--- config.mk ---
export PLATFORM = sky130hd
export DESIGN_NAME = count_monitor
export DESIGN_NICKNAME = d
export VERILOG_FILES = /design/src/rtl/count_monitor.sv
export SDC_FILE = /design/constraint.sdc
export NUM_CORES = 1
export LEC_CHECK = 0
export CORE_AREA = 2 2 121 123
export CTS_CLUSTER_SIZE = 30
export DETAILED_ROUTE_END_ITERATION = 16
export DIE_AREA = 0 0 123 125
export PLACE_DENSITY = 0.9
export SLEW_MARGIN = 15
export SYNTH_ARGS = -nofsm -noshare
export SYNTH_HDL_FRONTEND = slang
export SYNTH_SLANG_ARGS = --single-unit
--- constraint.sdc ---
create_clock -name clk -period 7.6 [get_ports clk]
set_input_delay 1.14 -clock clk [delete_from_list [all_inputs] [get_ports clk]]
set_output_delay 1.14 -clock clk [all_outputs]
set_load 0.01 [all_outputs]
--- src/rtl/count_monitor.sv ---
// Checker for the bounded (sn, i) step counter: verifies step, permission and
// relation invariants each cycle, keeps per-run statistics and a sticky error code.
module count_monitor #(
  parameter int LIMIT = 70,
  parameter int W     = 16
) (
  input  logic         clk,
  input  logic         rst,
  input  logic         clr,
  input  logic         selector,
  input  logic [W-1:0] sn_in,
  input  logic [W-1:0] i_in,
  output logic         done,
  output logic         err,
  output logic [2:0]   err_code,
  output logic [15:0]  adv_cnt,
  output logic [31:0]  acc_sum,
  output logic [7:0]   run_cnt
);

  typedef enum logic [1:0] {IDLE, RUN, DONE, ERR} state_t;

  state_t         state, state_n;
  logic           sel_q;
  logic [W-1:0]   prev_sn, prev_i;
  logic [W-1:0]   dsn, di;
  logic           start, step0, step1, perm;
  logic [2:0]     viol;
  logic [2:0]     code_n;
  logic [15:0]    adv_n;
  logic [31:0]    acc_n;
  logic [7:0]     run_n;

  function automatic logic [31:0] sat_add(input logic [31:0] a, input logic [W-1:0] b);
    logic [32:0] s;
    s = {1'b0, a} + 33'(b);
    return s[32] ? 32'hFFFF_FFFF : s[31:0];
  endfunction

  assign start = (sn_in == '0) && (i_in == W'(1));
  assign dsn   = sn_in - prev_sn;
  assign di    = i_in - prev_i;
  assign step0 = (dsn == '0) && (di == '0);
  assign step1 = (dsn == W'(1)) && (di == W'(1));
  assign perm  = sel_q && (prev_i <= W'(LIMIT));

  // Lowest-numbered violation wins
  always_comb begin
    viol = 3'd0;
    if (!step0 && !step1)                                 viol = 3'd1;
    else if (step1 && !perm)                              viol = 3'd2;
    else if (step0 && perm)                               viol = 3'd3;
    else if (sn_in != i_in - W'(1))                       viol = 3'd4;
    else if ((i_in > W'(LIMIT)) && (sn_in != W'(LIMIT)))  viol = 3'd5;
  end

  always_comb begin
    state_n = state;
    code_n  = err_code;
    adv_n   = adv_cnt;
    acc_n   = acc_sum;
    run_n   = run_cnt;
    if (clr) begin
      state_n = IDLE;
      code_n  = 3'd0;
      adv_n   = 16'd0;
      acc_n   = 32'd0;
    end else begin
      case (state)
        IDLE: if (start) begin
          state_n = RUN;
          adv_n   = 16'd0;
          acc_n   = 32'd0;
        end
        RUN: begin
          if (start) begin
            adv_n = 16'd0;
            acc_n = 32'd0;
          end else if (viol != 3'd0) begin
            state_n = ERR;
            code_n  = viol;
          end else begin
            if (step1) begin
              adv_n = adv_cnt + 16'd1;
              acc_n = sat_add(acc_sum, sn_in);
            end
            if (i_in == W'(LIMIT + 1)) begin
              state_n = DONE;
              run_n   = run_cnt + 8'd1;
            end
          end
        end
        DONE: begin
          if (start) begin
            state_n = RUN;
            adv_n   = 16'd0;
            acc_n   = 32'd0;
          end else if ((sn_in != prev_sn) || (i_in != prev_i)) begin
            state_n = ERR;
            code_n  = 3'd2;
          end
        end
        default: ;
      endcase
    end
  end

  // Sample stage: counter history plus registered state and statistics
  always_ff @(posedge clk or posedge rst) begin
    if (rst) begin
      state    <= IDLE;
      sel_q    <= 1'b0;
      prev_sn  <= '0;
      prev_i   <= '0;
      done     <= 1'b0;
      err      <= 1'b0;
      err_code <= 3'd0;
      adv_cnt  <= 16'd0;
      acc_sum  <= 32'd0;
      run_cnt  <= 8'd0;
    end else begin
      state    <= state_n;
      sel_q    <= selector;
      prev_sn  <= sn_in;
      prev_i   <= i_in;
      done     <= (state_n == DONE);
      err      <= (state_n == ERR);
      err_code <= code_n;
      adv_cnt  <= adv_n;
      acc_sum  <= acc_n;
      run_cnt  <= run_n;
    end
  end

endmodule
==> out/metrics.csv, run 1 <==
metric;value;unit
status;completed;
rsz0062_at_grt;no;
initial_core_util;0.536;
nNetsFinal;1052;
timing.final.crit_share;0.748;
postRouteAntennaNets;0;
critPathCaptureType;flop;
hold_buffers;0;
hp-class;flop to flop;
path_clk_slew;70;ps
clock_sinks;96;
drive_gt1_frac;0.0590;
ir_drop;0.0927;mV
portBuffers;96;
grtUsageTotal;0.282;
dr.first_iter.drc_count;812;
hpwlAfterDp;15700;µm
num_rows;44;
first_pass_iters;5;
setup_tns;0;ps
antenna_found_initial;1;
fill_cells;1178;
fin_skew;11.5;ps
die_area;15400;µm²
die_y;125;µm
root_buffer;clkbuf_16;
arrival;5940;ps
place_congestion;0.980;
p_leak;0.00400;µW
core;14200;µm²
drv_cap;0;
setup_viol;0;
cp-start-kind;input port;
grt_pass1_vias;6980;
post-route-min-period;5690;ps
power_density;159;nW/µm²
drc_errors;0;
hold_viol_final;0;
slew_headroom;0.337;
clock_path_buffers;2;
vias;7373;
synth_cell_types;83;
total_power;1430;µW
yosys_warnings;0;
dieWidth;123;µm
numCtsBuffers;9;
tritoncts;done;
vias_per_cell;6.41;
grt_max_degree;65;
cp_max_fo;20;
post_cts_resized;0;
syn_area_per_cell;8.64;µm²
grt_pass1_wl;34700;µm
worst-endpoint-required;7860;ps
wl_per_cell;18.6;µm
synth-async-reset-ratio;1.00;
syn2layout_area_growth;18.6;%
io_pins;97;
max_freq;176;MHz
seq_area_frac_synth;0.315;
synth_edf_count;0;
tightest_slew;987;ps
clock_latency;360;ps
yosys_register_bits;96;
syn_nets;972;
yosys_most_used_dff;dfrtp_1;
wirelength;21400;µm
postCtsSetupRepairBufs;0;
h-tree-depth;3;
grt_overflow_total;0;
critical_path_class;input port to flop;
synthCells;881;
slew_viol_final;0;
synth_area;7610;µm²
[synthesized netlist by cell type (11+ instances only)]
library cell  number  area, µm²
nor2b_1           12       75.1
a31oi_1           17        106
nand2_1           50        188
mux2i_1           11        110
inv_1             52        195
nor3_1            21        105
and3_1            19        119
a21oi_1           51        255
nand3_1           42        210
a21o_1            29        218
ha_1              52        651
xor2_1            25        219
xnor2_1           26        228
dfrtp_1           96       2400
o21ai_0           50        250
clkbuf_1          22       82.6
nor2_1            76        285
nand2b_1          15       93.8
nand4_1           19        119
[power breakdown]
part | internal (µW) | switching, µW
sequential | 528 | 13.5
clock | 325 | 209
combinational | 143 | 216
total | 996 | 438
[per-layer routing]
| metal | share of wire | track usage |
|---|---|---|
| met2 | 0.46 | 0.447 |
| met4 | 0.046 | 0.132 |
| met3 | 0.080 | 0.0484 |
| met5 | 0 | 0 |
| met1 | 0.42 | 0.376 |
[path summary, 6_finish.rpt]
path / start / to / slack [ps] / depth (start not counted)
worst max-delay path: i_in[0] / adv_cnt[7] / 1910 / 14
max in group asynchronous: rst / prev_i[12] / 5310 / 3
worst max register to register: prev_i[12] / adv_cnt[7] / 3000 / 12
worst min register to register: run_cnt[7] / run_cnt[7] / 470 / 1
worst min-delay path: run_cnt[7] / run_cnt[7] / 470 / 1
min in group asynchronous: rst / run_cnt[5] / 1140 / 2
[stage by stage]
| stage | area, µm² | cells | hold slack, ps | util | setup WS, ps |
|---|---|---|---|---|---|
| detailed placement | 8690 | 1134 | 472 | 0.612 | 1560 |
| global route | 9030 | 1150 | 496 | 0.636 | 1660 |
| CTS | 9030 | 1150 | 481 | 0.636 | 1910 |
| finish | 9030 | 1151 | 472 | 0.636 | 1910 |
| floorplan | 7610 | 881 | 504 | - | 3150 |
| global placement | 8690 | 1134 | 470 | 0.612 | 1770 |
[cell usage in the layout (no fill, tap or decap), drive strengths merged, types with 10 or more instances in the layout]
cell	count
and3	19
o21ai	52
ha	52
clkdlybuf4s50	96
xor2	25
a21oi	51
o21a	10
nor2b	12
clkbuf	10
nand2	51
a211oi	20
nand2b	15
nand4	21
dfrtp	96
nor2	77
mux2i	11
xnor2	26
a21o	29
nor4	11
nand3	42
nor3	21
a31oi	17
inv	54
[area by class of cell]
class	count	area (µm²)	area share
Sequential cell	96	2400	0.266
Multi-Input combinational cell	702	4870	0.539
Timing Repair Buffer	100	991	0.110
Inverter	52	198	0.0219
Antenna cell	1	2.50	0.000277
Tap cell	184	230	0.0255
Clock buffer	10	229	0.0253
Clock inverter	6	115	0.0127
[cell families (layout without fill, tap and decap cells)]
| group | Yosys count | in the layout | synth area share |
|---|---|---|---|
| muxes | 15 | 15 | 0.0204 |
| other | 0 | 1 | 0 |
| adders and majority gates | 55 | 55 | 0.0933 |
| xor gates and xnor gates | 51 | 51 | 0.0587 |
| and+or+nand+nor | 317 | 317 | 0.223 |
| AOI/OAI and AO/OA | 264 | 264 | 0.243 |
| buffers and inverters | 83 | 168 | 0.0465 |
| DFF | 96 | 96 | 0.315 |
[worst max-delay path, cell delays in order]
cell,delay [ps]
clkdlybuf4s50_1,680
inv_1,140
ha_1,260
fa_1,440
xnor2_1,150
a221o_1,260
nor4_1,170
nand4_1,120
or4b_2,660
nor4_4,420
nand4_2,220
o21ai_2,700
nand2_4,190
o41ai_2,370
[state kept, by name, summed over array words and instances, names as in the netlist]
signal,flops
sel_q,1
adv_cnt,16
state,2
done,1
err,1
err_code,3
run_cnt,8
prev_sn,16
acc_sum,32
prev_i,16
No activity file was read; power rests on OpenSTA's default activity.
==> inputs of run 2 (changes only) <==
--- a/config.mk
+++ b/config.mk
@@ -5,11 +5,11 @@
 export SDC_FILE = /design/constraint.sdc
 export NUM_CORES = 1
 export LEC_CHECK = 0
-export CORE_AREA = 2 2 121 123
+export CORE_AREA = 2 2 126 128
 export CTS_CLUSTER_SIZE = 30
 export DETAILED_ROUTE_END_ITERATION = 16
-export DIE_AREA = 0 0 123 125
-export PLACE_DENSITY = 0.9
+export DIE_AREA = 0 0 128 130
+export PLACE_DENSITY = 0.88
 export SLEW_MARGIN = 15
 export SYNTH_ARGS = -nofsm -noshare
 export SYNTH_HDL_FRONTEND = slang
==> constraint.sdc (replaced) <==
create_clock -name clk -period 4.65 [get_ports clk]
set_input_delay 0.6975 -clock clk [delete_from_list [all_inputs] [get_ports clk]]
set_output_delay 0.6975 -clock clk [all_outputs]
set_load 0.01 [all_outputs]
==> run 2 against run 1 <==
  * Cell count rose by 8.8%
  * Design area rose by 8.0%
  * Flip-flop and latch count did not move
==> out/metrics.csv, run 2 (same netlist as run 1, synthesis figures left out) <==
metric;value;unit;change
drv_cap;0;;unchanged
worst-endpoint-required;4950;ps;-2910 ps
setup_viol;0;;unchanged
layout_common_cells;96 x dfrtp_1, 96 x clkdlybuf4s50_1, 94 x buf_4, 76 x nor2_1, 52 x ha_1;;
max_stage_delay;670;ps;-30 ps
whs;461;ps;-10.5 ps
path_clk_slew;70;ps;about the same
power_density;240;nW/µm²;+51%
critPathCaptureType;flop;;
numCtsBuffers;9;;unchanged
io_pins;97;;unchanged
die_area;16600;µm²;+8.2%
place_inst;1234;;+8.8%
num_rows;46;;+4.5%
vias_per_cell;6.03;;-5.8%
fin_skew;9.38;ps;-2.15 ps
portBuffers;96;;unchanged
largest_reg_flops;32;;unchanged
dieWidth;128;µm;+4.1%
die_y;130;µm;+4.0%
hold_viol_final;0;;unchanged
pre_cts_slack;-343;ps;-1910 ps
hp-class;flop to flop;;
clock_path_buffers;2;;unchanged
antenna_found_initial;0;;-1
top_register;acc_sum;;
fill_cells;1284;;+9.0%
slew_headroom;0.198;;-0.139
drive_gt1_frac;0.144;;+0.0853
dr.first_iter.drc_count;546;;-33%
n_antenna_cell;0;;-1
tightest_slew;1200;ps;+212 ps
wirelength;22400;µm;+4.9%
cp-start-kind;input port;;
grtUsageTotal;0.268;;-0.0142
clock_sinks;96;;unchanged
wl_per_cell;17.9;µm;-3.6%
arrival;4770;ps;-1170 ps
fin_ws;175;ps;-1740 ps
critical_path_class;input port to flop;;
core;15400;µm²;+8.6%
h-tree-depth;3;;unchanged
root_buffer;clkbuf_16;;
syn2layout_area_growth;28.2;%;
timing.final.crit_share;0.962;;
hpwlAfterDp;16800;µm;+7.3%
grt_pass1_wl;35700;µm;+2.8%
grt_pass1_vias;7237;;+3.7%
place_area;9410;µm²;+8.4%
grt_overflow_total;0;;unchanged
crit_path_cell_trace;clkdlybuf4s50_1 -> inv_1 -> ha_1 -> fa_1 -> nand2b_1 -> a221o_1 -> nor4_2 -> nand4_1 -> or4b_2 -> nor4_4 -> buf_4 -> and4_4 -> a21boi_4 -> buf_6 -> a211oi_2 -> a21o_1;;
fin_area;9760;µm²;+8.0%
drc_errors;0;;unchanged
max_freq;223;MHz;
nNetsFinal;1146;;+8.9%
vias;7555;;+2.5%
rsz0062_at_grt;no;;
cp_max_fo;12;;-40%
crit_slowest_cell;or4b_2;;
first_pass_iters;6;;+1
slew_viol_final;0;;unchanged
place_congestion;0.932;;-4.9%
ir_drop;0.178;mV;+92%
initial_core_util;0.494;;-0.0424
status;completed;;
tritoncts;done;;
clock_latency;360;ps;about the same
post-route-min-period;4470;ps;
postRouteAntennaNets;0;;unchanged
setup_tns;0;ps;unchanged
grt_max_degree;70;;+7.7%
p_leak;0.00443;µW;+11%
layoutNonFillerInstCount;1252;;+8.8%
run 2: changes by cell type in the layout (fill, tap and decap cells not counted), moves of 2 or more:
| cell | delta |
|---|---|
| buf_12 | +2 |
| clkinvlp_4 | +3 |
| buf_4 | +90 |
| bufinv_16 | -2 |
run 2: where the power goes:
part	total [µW]	internal, µW	switching, µW
clock	795	439	356
combinational	662	294	368
sequential	886	863	22.4
run 2: final cells by class:
cell class,count,area [µm²],area share
clock buffer,10,239,0.0245
timing repair buffer,193,1720,0.176
inverter,52,198,0.0203
multi-input combinational,703,4880,0.501
tap,192,240,0.0246
sequential,96,2400,0.246
clock inverter,6,77.6,0.00795
run 2: worst max-delay path, delay by kind of cell:
family,cells,cell delay [ps]
AO/OA/AOI/OAI,4,820
buffers and inverters,4,980
AND/OR/NAND/NOR,6,1670
adder cells (fa/ha/maj),2,600
run 2: metal layers:
| layer | track usage | wire (µm) | up-vias |
|---|---|---|---|
| li1 | - | - | 3621 |
| met5 | 0 | 0 | - |
| met4 | 0.0924 | 504 | 0 |
| met2 | 0.444 | 10500 | 302 |
| met3 | 0.0381 | 1570 | 36 |
| met1 | 0.363 | 9860 | 3596 |
run 2: through the flow:
step | power (µW) | utilization
floorplan | 1290 | -
global placement | 1530 | 0.610
detailed placement | 1540 | 0.610
CTS | 2340 | 0.631
global route | 2440 | 0.633
finish | 2340 | 0.633
run 2: timing repair:
item / 4_1_cts / 5_1_grt
pin swaps: 1 / 2
gates resized for setup: 0 / 3
hold buffers: 0 / 0
endpoints found under the hold margin: 0 / 0
gates cloned: 0 / 1
setup endpoints to repair: 2 / 13
setup buffers: 0 / 1
run 2: path summary, 6_finish.rpt:
| kind | startpoint | to | slack, ps | depth (start not counted) |
|---|---|---|---|---|
| setup / recovery | sn_in[0] | acc_sum[4] | 180 | 16 |
| hold / removal | run_cnt[7] | run_cnt[7] | 460 | 1 |
| setup reg to reg | prev_i[12] | acc_sum[4] | 700 | 15 |
| hold reg to reg | run_cnt[7] | run_cnt[7] | 460 | 1 |
| max in group asynchronous | rst | acc_sum[31] | 2850 | 3 |
| min in group asynchronous | rst | prev_i[14] | 890 | 2 |
